[config.mk]
export PLATFORM = sky130hd
export DESIGN_NAME = dma_avmm_arbiter_flat
export DESIGN_NICKNAME = d
export VERILOG_FILES = /design/src/rtl/dma_avmm_arbiter_if.sv /design/src/rtl/dma_avmm_arbiter.sv /design/src/flat_wrapper.sv
export SDC_FILE = /design/constraint.sdc
export NUM_CORES = 1
export LEC_CHECK = 0
export CAP_MARGIN = 5
export CORE_AREA = 2 2 449 451
export CTS_CLUSTER_SIZE = 14
export DETAILED_ROUTE_END_ITERATION = 6
export DIE_AREA = 0 0 451 453
export PLACE_DENSITY_LB_ADDON = 0.1
export SYNTH_ARGS = -nofsm -noshare
export SYNTH_HDL_FRONTEND = slang
export SYNTH_SLANG_ARGS = --single-unit
[constraint.sdc]
create_clock -name clk -period 4.48 [get_ports clk]
set_input_delay 0.448 -clock clk [delete_from_list [all_inputs] [get_ports clk]]
set_output_delay 0.448 -clock clk [all_outputs]
set_load 0.05 [all_outputs]
[src/rtl/dma_avmm_arbiter_if.sv]
// rtl/dma_avmm_arbiter_if.sv - Requester and Avalon-MM master signal bundle for dma_avmm_arbiter
interface dma_avmm_arbiter_if #(
  parameter int DATA_W   = 256,
  parameter int ADDR_W   = 32,
  parameter int BCOUNT_W = 11
);
  logic                rd_req_i;
  logic [ADDR_W-1:0]   rd_addr_i;
  logic [BCOUNT_W-1:0] rd_bcount_i;
  logic                rd_gnt_o;
  logic [DATA_W-1:0]   rd_readdata_o;
  logic                rd_readdatavalid_o;
  logic                rd_done_o;

  logic                wr_req_i;
  logic [ADDR_W-1:0]   wr_addr_i;
  logic [BCOUNT_W-1:0] wr_bcount_i;
  logic [DATA_W-1:0]   wr_data_i;
  logic                wr_valid_i;
  logic                wr_ready_o;
  logic                wr_gnt_o;
  logic                wr_done_o;

  logic [ADDR_W-1:0]   avm_address_o;
  logic [BCOUNT_W-1:0] avm_burstcount_o;
  logic                avm_read_o;
  logic                avm_write_o;
  logic [DATA_W-1:0]   avm_writedata_o;
  logic                avm_waitrequest_i;
  logic [DATA_W-1:0]   avm_readdata_i;
  logic                avm_readdatavalid_i;

  // Arbiter side
  modport slave (
    input  rd_req_i, rd_addr_i, rd_bcount_i,
    output rd_gnt_o, rd_readdata_o, rd_readdatavalid_o, rd_done_o,
    input  wr_req_i, wr_addr_i, wr_bcount_i, wr_data_i, wr_valid_i,
    output wr_ready_o, wr_gnt_o, wr_done_o,
    output avm_address_o, avm_burstcount_o, avm_read_o, avm_write_o, avm_writedata_o,
    input  avm_waitrequest_i, avm_readdata_i, avm_readdatavalid_i
  );

  // Requesters plus external slave side
  modport master (
    output rd_req_i, rd_addr_i, rd_bcount_i,
    input  rd_gnt_o, rd_readdata_o, rd_readdatavalid_o, rd_done_o,
    output wr_req_i, wr_addr_i, wr_bcount_i, wr_data_i, wr_valid_i,
    input  wr_ready_o, wr_gnt_o, wr_done_o,
    input  avm_address_o, avm_burstcount_o, avm_read_o, avm_write_o, avm_writedata_o,
    output avm_waitrequest_i, avm_readdata_i, avm_readdatavalid_i
  );
endinterface

[src/rtl/dma_avmm_arbiter.sv]
// rtl/dma_avmm_arbiter.sv - Two-requester burst arbiter in front of one Avalon-MM master
module dma_avmm_arbiter #(
  parameter int DATA_W      = 256,
  parameter int ADDR_W      = 32,
  parameter int BCOUNT_W    = 11,
  parameter int WR_PRIORITY = 0
) (
  input  logic                 clk,
  input  logic                 reset,
  dma_avmm_arbiter_if.slave    bus
);

  typedef enum logic [2:0] {
    IDLE    = 3'd0,
    RD_CMD  = 3'd1,
    RD_DATA = 3'd2,
    WR_XFR  = 3'd3,
    DONE    = 3'd4
  } state_t;

  localparam logic [BCOUNT_W-1:0] ONE = BCOUNT_W'(1);

  state_t              state;
  state_t              state_nxt;
  logic                owner_wr;
  logic                last_gnt_wr;
  logic [BCOUNT_W-1:0] beat_cnt;
  logic [BCOUNT_W-1:0] bcount_q;
  logic [ADDR_W-1:0]   addr_q;

  logic                any_req;
  logic                sel_wr;
  logic [BCOUNT_W-1:0] sel_bcount;
  logic                rd_beat;
  logic                wr_beat;

  always_comb begin
    any_req    = bus.rd_req_i | bus.wr_req_i;
    // Write wins when alone, when prioritised, or when read had the previous grant.
    sel_wr     = bus.wr_req_i &
                 (!bus.rd_req_i || (WR_PRIORITY != 0) || !last_gnt_wr);
    sel_bcount = sel_wr ? bus.wr_bcount_i : bus.rd_bcount_i;
    rd_beat    = (state == RD_DATA) && bus.avm_readdatavalid_i;
    wr_beat    = (state == WR_XFR) && bus.wr_valid_i && !bus.avm_waitrequest_i;
  end

  always_ff @(posedge clk) begin
    if (reset) begin
      state <= IDLE;
    end else begin
      state <= state_nxt;
    end
  end

  always_comb begin
    state_nxt = state;
    case (state)
      IDLE: begin
        if (any_req) begin
          if (sel_bcount == '0) begin
            state_nxt = DONE;
          end else if (sel_wr) begin
            state_nxt = WR_XFR;
          end else begin
            state_nxt = RD_CMD;
          end
        end
      end
      RD_CMD: begin
        if (!bus.avm_waitrequest_i) begin
          state_nxt = RD_DATA;
        end
      end
      RD_DATA: begin
        if (rd_beat && (beat_cnt == ONE)) begin
          state_nxt = DONE;
        end
      end
      WR_XFR: begin
        if (wr_beat && (beat_cnt == ONE)) begin
          state_nxt = DONE;
        end
      end
      DONE:    state_nxt = IDLE;
      default: state_nxt = IDLE;
    endcase
  end

  always_ff @(posedge clk) begin
    if (reset) begin
      owner_wr    <= 1'b0;
      last_gnt_wr <= 1'b1;
      beat_cnt    <= '0;
      bcount_q    <= '0;
      addr_q      <= '0;
    end else begin
      if ((state == IDLE) && any_req) begin
        owner_wr <= sel_wr;
        addr_q   <= sel_wr ? bus.wr_addr_i : bus.rd_addr_i;
        bcount_q <= sel_bcount;
        beat_cnt <= sel_bcount;
      end else if (rd_beat || wr_beat) begin
        beat_cnt <= beat_cnt - ONE;
      end
      if (state == DONE) begin
        last_gnt_wr <= owner_wr;
      end
    end
  end

  always_comb begin
    bus.rd_gnt_o           = 1'b0;
    bus.wr_gnt_o           = 1'b0;
    bus.rd_readdata_o      = '0;
    bus.rd_readdatavalid_o = 1'b0;
    bus.rd_done_o          = 1'b0;
    bus.wr_ready_o         = 1'b0;
    bus.wr_done_o          = 1'b0;
    bus.avm_read_o         = 1'b0;
    bus.avm_write_o        = 1'b0;
    bus.avm_writedata_o    = '0;
    bus.avm_address_o      = addr_q;
    bus.avm_burstcount_o   = bcount_q;
    case (state)
      RD_CMD: begin
        bus.rd_gnt_o   = 1'b1;
        bus.avm_read_o = 1'b1;
      end
      RD_DATA: begin
        bus.rd_gnt_o           = 1'b1;
        bus.rd_readdatavalid_o = bus.avm_readdatavalid_i;
        bus.rd_readdata_o      = bus.avm_readdata_i;
      end
      WR_XFR: begin
        bus.wr_gnt_o        = 1'b1;
        bus.avm_write_o     = bus.wr_valid_i;
        bus.avm_writedata_o = bus.wr_data_i;
        bus.wr_ready_o      = bus.wr_valid_i & !bus.avm_waitrequest_i;
      end
      DONE: begin
        bus.rd_gnt_o  = !owner_wr;
        bus.rd_done_o = !owner_wr;
        bus.wr_gnt_o  = owner_wr;
        bus.wr_done_o = owner_wr;
      end
      default: ;
    endcase
  end

endmodule

[src/flat_wrapper.sv]
// flat-port wrapper written by rule: the top's interface ports become plain ports
module dma_avmm_arbiter_flat 
#(
  parameter int DATA_W      = 256,
  parameter int ADDR_W      = 32,
  parameter int BCOUNT_W    = 11,
  parameter int WR_PRIORITY = 0
)
  (clk, reset, bus_rd_req_i, bus_rd_addr_i, bus_rd_bcount_i, bus_rd_gnt_o, bus_rd_readdata_o, bus_rd_readdatavalid_o, bus_rd_done_o, bus_wr_req_i, bus_wr_addr_i, bus_wr_bcount_i, bus_wr_data_i, bus_wr_valid_i, bus_wr_ready_o, bus_wr_gnt_o, bus_wr_done_o, bus_avm_address_o, bus_avm_burstcount_o, bus_avm_read_o, bus_avm_write_o, bus_avm_writedata_o, bus_avm_waitrequest_i, bus_avm_readdata_i, bus_avm_readdatavalid_i);
  dma_avmm_arbiter_if #(.DATA_W(DATA_W), .ADDR_W(ADDR_W), .BCOUNT_W(BCOUNT_W)) bus_i ();
  input  logic clk;
  input  logic reset;
  input wire logic [$bits(bus_i.rd_req_i)-1:0] bus_rd_req_i;
  input wire logic [$bits(bus_i.rd_addr_i)-1:0] bus_rd_addr_i;
  input wire logic [$bits(bus_i.rd_bcount_i)-1:0] bus_rd_bcount_i;
  output wire logic [$bits(bus_i.rd_gnt_o)-1:0] bus_rd_gnt_o;
  output wire logic [$bits(bus_i.rd_readdata_o)-1:0] bus_rd_readdata_o;
  output wire logic [$bits(bus_i.rd_readdatavalid_o)-1:0] bus_rd_readdatavalid_o;
  output wire logic [$bits(bus_i.rd_done_o)-1:0] bus_rd_done_o;
  input wire logic [$bits(bus_i.wr_req_i)-1:0] bus_wr_req_i;
  input wire logic [$bits(bus_i.wr_addr_i)-1:0] bus_wr_addr_i;
  input wire logic [$bits(bus_i.wr_bcount_i)-1:0] bus_wr_bcount_i;
  input wire logic [$bits(bus_i.wr_data_i)-1:0] bus_wr_data_i;
  input wire logic [$bits(bus_i.wr_valid_i)-1:0] bus_wr_valid_i;
  output wire logic [$bits(bus_i.wr_ready_o)-1:0] bus_wr_ready_o;
  output wire logic [$bits(bus_i.wr_gnt_o)-1:0] bus_wr_gnt_o;
  output wire logic [$bits(bus_i.wr_done_o)-1:0] bus_wr_done_o;
  output wire logic [$bits(bus_i.avm_address_o)-1:0] bus_avm_address_o;
  output wire logic [$bits(bus_i.avm_burstcount_o)-1:0] bus_avm_burstcount_o;
  output wire logic [$bits(bus_i.avm_read_o)-1:0] bus_avm_read_o;
  output wire logic [$bits(bus_i.avm_write_o)-1:0] bus_avm_write_o;
  output wire logic [$bits(bus_i.avm_writedata_o)-1:0] bus_avm_writedata_o;
  input wire logic [$bits(bus_i.avm_waitrequest_i)-1:0] bus_avm_waitrequest_i;
  input wire logic [$bits(bus_i.avm_readdata_i)-1:0] bus_avm_readdata_i;
  input wire logic [$bits(bus_i.avm_readdatavalid_i)-1:0] bus_avm_readdatavalid_i;
  assign bus_i.rd_req_i = bus_rd_req_i;
  assign bus_i.rd_addr_i = bus_rd_addr_i;
  assign bus_i.rd_bcount_i = bus_rd_bcount_i;
  assign bus_rd_gnt_o = bus_i.rd_gnt_o;
  assign bus_rd_readdata_o = bus_i.rd_readdata_o;
  assign bus_rd_readdatavalid_o = bus_i.rd_readdatavalid_o;
  assign bus_rd_done_o = bus_i.rd_done_o;
  assign bus_i.wr_req_i = bus_wr_req_i;
  assign bus_i.wr_addr_i = bus_wr_addr_i;
  assign bus_i.wr_bcount_i = bus_wr_bcount_i;
  assign bus_i.wr_data_i = bus_wr_data_i;
  assign bus_i.wr_valid_i = bus_wr_valid_i;
  assign bus_wr_ready_o = bus_i.wr_ready_o;
  assign bus_wr_gnt_o = bus_i.wr_gnt_o;
  assign bus_wr_done_o = bus_i.wr_done_o;
  assign bus_avm_address_o = bus_i.avm_address_o;
  assign bus_avm_burstcount_o = bus_i.avm_burstcount_o;
  assign bus_avm_read_o = bus_i.avm_read_o;
  assign bus_avm_write_o = bus_i.avm_write_o;
  assign bus_avm_writedata_o = bus_i.avm_writedata_o;
  assign bus_i.avm_waitrequest_i = bus_avm_waitrequest_i;
  assign bus_i.avm_readdata_i = bus_avm_readdata_i;
  assign bus_i.avm_readdatavalid_i = bus_avm_readdatavalid_i;
  dma_avmm_arbiter #(.DATA_W(DATA_W), .ADDR_W(ADDR_W), .BCOUNT_W(BCOUNT_W), .WR_PRIORITY(WR_PRIORITY)) u_core (.clk(clk), .reset(reset), .bus(bus_i));
endmodule
==> results.sh <==
export IMPL_syn_inst=964
export IMPL_grt_pass1_vias=12500
export IMPL_cts_tree="done"
export IMPL_grt_max_degree=232
export IMPL_min_path_type="register to register"
export IMPL_cp_slowest_cell="clkdlybuf4s50_1"
export IMPL_drtIter0Drc=573
export IMPL_die_w_um=451
export IMPL_path_cells="nor2b_4 > buf_12 > and3_1 > clkdlybuf4s50_1"
export IMPL_use_met1_pct=12.00
export IMPL_synth_area_per_cell_um2=6.744
export IMPL_io_buffers=1167
export IMPL_met3_usage_pct=7.243
export IMPL_worst_pin_slew_ns=1.014
export IMPL_design_area_um2=21630
export IMPL_syn_area_um2=6501
export IMPL_leakage_nw=7.943
export IMPL_post_dp_cell_area_um2=21290
export IMPL_p_per_area_nw_per_um2=446.4
export IMPL_dp_final_hpwl_um=121600
export IMPL_slew_violations=0
export IMPL_viasPerCell=2.562
export IMPL_drive_gt1_share_pct=2.630
export IMPL_pin_count=1168
export IMPL_setup_viol=0
export IMPL_grt_pass1_wl_um=161400
export IMPL_overflow=0
export IMPL_synth_seq_cells=59
export IMPL_crit_type="register to output pin"
export IMPL_synth_edf_count=0
export IMPL_critPathTopFamily="buffers and inverters"
export IMPL_cts_resized_gates=0
export IMPL_hold_viol=0
export IMPL_fp_dieH_um=453
export IMPL_final_core_util_pct=10.85
export IMPL_status="finished clean"
export IMPL_rsz0062_at_grt="no"
export IMPL_cts_made_buffers=9
export IMPL_clk_pin_slew_ns=0.07
export IMPL_final_nets=2655
export IMPL_finalCritPeriodShare_pct=81.42
export IMPL_synth_nets=1571
export IMPL_synth_ff_type="dfxtp_1"
export IMPL_fill_cells=23000
export IMPL_rows=164
export IMPL_vias=12140
export IMPL_path_buf_inv=2
export IMPL_ys_seq_area_share_pct=18.17
export IMPL_clock_skew_ns=0.01652
export IMPL_endpoint_kind="output pin"
export IMPL_relSlewSlack_pct=32.41
export IMPL_synth_cell_type_count=55
export IMPL_synth_area_top_cells="and3_1 25%, and2_1 25%, dfxtp_1 18%"
export IMPL_dr_pass1_iters=4
export IMPL_cts_buffer_depth=2
export IMPL_drcViolationCount=0
export IMPL_dp_slack_ns=1.252
export IMPL_core_area_um2=199200
export IMPL_setup_tns_ns=0
export IMPL_syn_to_final_growth_pct=232.6
export IMPL_grtUsageTotal_pct=12.50
export IMPL_synthTopCellsByCount="262 x and3_1, 259 x and2_1, 86 x clkbuf_1, 86 x nand2_1, 59 x dfxtp_1"
export IMPL_max_freq_mhz=274.2
export IMPL_arrival_ns=3.20
export IMPL_yosysTopAreaCell="and3_1"
export IMPL_grt_busiest_layer="met2"
export IMPL_grt_use_met2_pct=23.39
export IMPL_clk_latency_ns=0.40
export IMPL_peakVddDrop_uv=209.2
export IMPL_synth_most_common_cell="and3_1"
export IMPL_yosysWarnings=0
export IMPL_ant_nets=0
export IMPL_gp_congestion=0.8079
export IMPL_cpPeakStageDelay_ns=0.93
export IMPL_critPathLaunchType="register"
export IMPL_wl_per_cell_um=28.35
export IMPL_post_cts_buffers=0
export IMPL_worstPathMaxFanout=83
export IMPL_setup_ws_ns=0.8324
export IMPL_initial_core_util_pct=3.263
export IMPL_drv_cap=0
export IMPL_antenna_found_initial=162
export IMPL_clock_sinks=59
export IMPL_cts_htree_levels=3
export IMPL_fin_crit_ns=3.648
export IMPL_cp_data_required_time_ns=4.03
export IMPL_synth_async_reset_ratio_pct=0
export IMPL_die_area_um2=204300
export IMPL_netlist_area_leader_share_pct=25.21
export IMPL_cts_hold_buf=0
export IMPL_cts_root_buf="clkbuf_16"
export IMPL_wl_um=134300
[power by group]
part | leakage [nW] | switching [mW] | total [mW] | internal, mW
sequential | 0.489 | 0.183 | 0.913 | 0.730
combinational | 7.33 | 5.42 | 8.00 | 2.57
clock | 0.125 | 0.367 | 0.743 | 0.375
total | 7.94 | 5.97 | 9.65 | 3.68
[worst paths after layout]
check	start	end	slack [ns]	depth (start not counted)
hold reg to reg	u_core.bus.avm_burstcount_o[4]	u_core.bus.avm_burstcount_o[4]	0.46	2
setup reg to reg	u_core.state[0]	u_core.beat_cnt[2]	1.93	5
hold / removal	u_core.bus.avm_burstcount_o[4]	u_core.bus.avm_burstcount_o[4]	0.46	2
setup / recovery	u_core.state[1]	bus_avm_writedata_o[167]	0.83	4
[placed cells by master, fill, tap and decap left out, types with 5 or more instances in the layout]
cell	count
and2_1	259
clkdlybuf4s50_1	1166
a31oi_1	7
dfxtp_1	58
a211o_1	5
o21a_1	5
buf_4	13
mux2_2	5
and3_1	262
nor4_1	5
a311oi_1	33
nor2_1	44
nand4_1	8
a21oi_1	11
diode_2	28
nand2_1	86
buf_12	6
clkbuf_16	9
[state kept, by name (all words and copies together), names as in the netlist]
name	count
u_core.bus.avm_address_o	32
u_core.last_gnt_wr	1
u_core.state	3
u_core.bus.avm_burstcount_o	11
u_core.beat_cnt	11
u_core.owner_wr	1
[metrics by stage]
step	std cells	hold slack (ns)	power, mW
floorplan	964	0.4607	5.611
global placement	4693	0.4476	9.169
detailed placement	4693	0.4508	9.102
CTS	4709	0.4605	9.932
global route	4717	0.4768	10.16
finish	4737	0.4551	9.654
[layer usage]
metal / wire length [µm] / vias to the layer above
met5: 803 / -
met4: 1796 / 136
met3: 16210 / 236
met2: 70030 / 722
met1: 45470 / 5529
li1: - / 5512
[cell families after synthesis]
| family | after synthesis | synth area share (%) |
|---|---|---|
| buffers and inverters | 117 | 7.486 |
| muxes | 8 | 1.328 |
| xor gates and xnor gates | 1 | 0.1347 |
| AOI/OAI and AO/OA | 86 | 10.74 |
| and+or+nand+nor | 691 | 61.76 |
| adders and majority gates | 2 | 0.3848 |
| DFF | 59 | 18.17 |
[layout make-up]
class / instances / area, µm² / area share, %
Inverter: 4 / 15.01 / 0.06943
Clock buffer: 10 / 229.0 / 1.059
Multi-Input combinational cell: 788 / 4868 / 22.51
Antenna cell: 28 / 70.07 / 0.3240
Timing Repair Buffer: 1186 / 11890 / 55.00
Tap cell: 2656 / 3323 / 15.37
Clock inverter: 6 / 41.29 / 0.1909
Sequential cell: 59 / 1185 / 5.479
[worst register-to-register path: cells and delay by family, from the launching register on]
family | cells | cell delay, ns
compound gates | 2 | 0.45
simple gates | 2 | 0.97
buf+inv | 1 | 0.46
flops | 1 | 0.49
(Power assumes the default switching activity.)
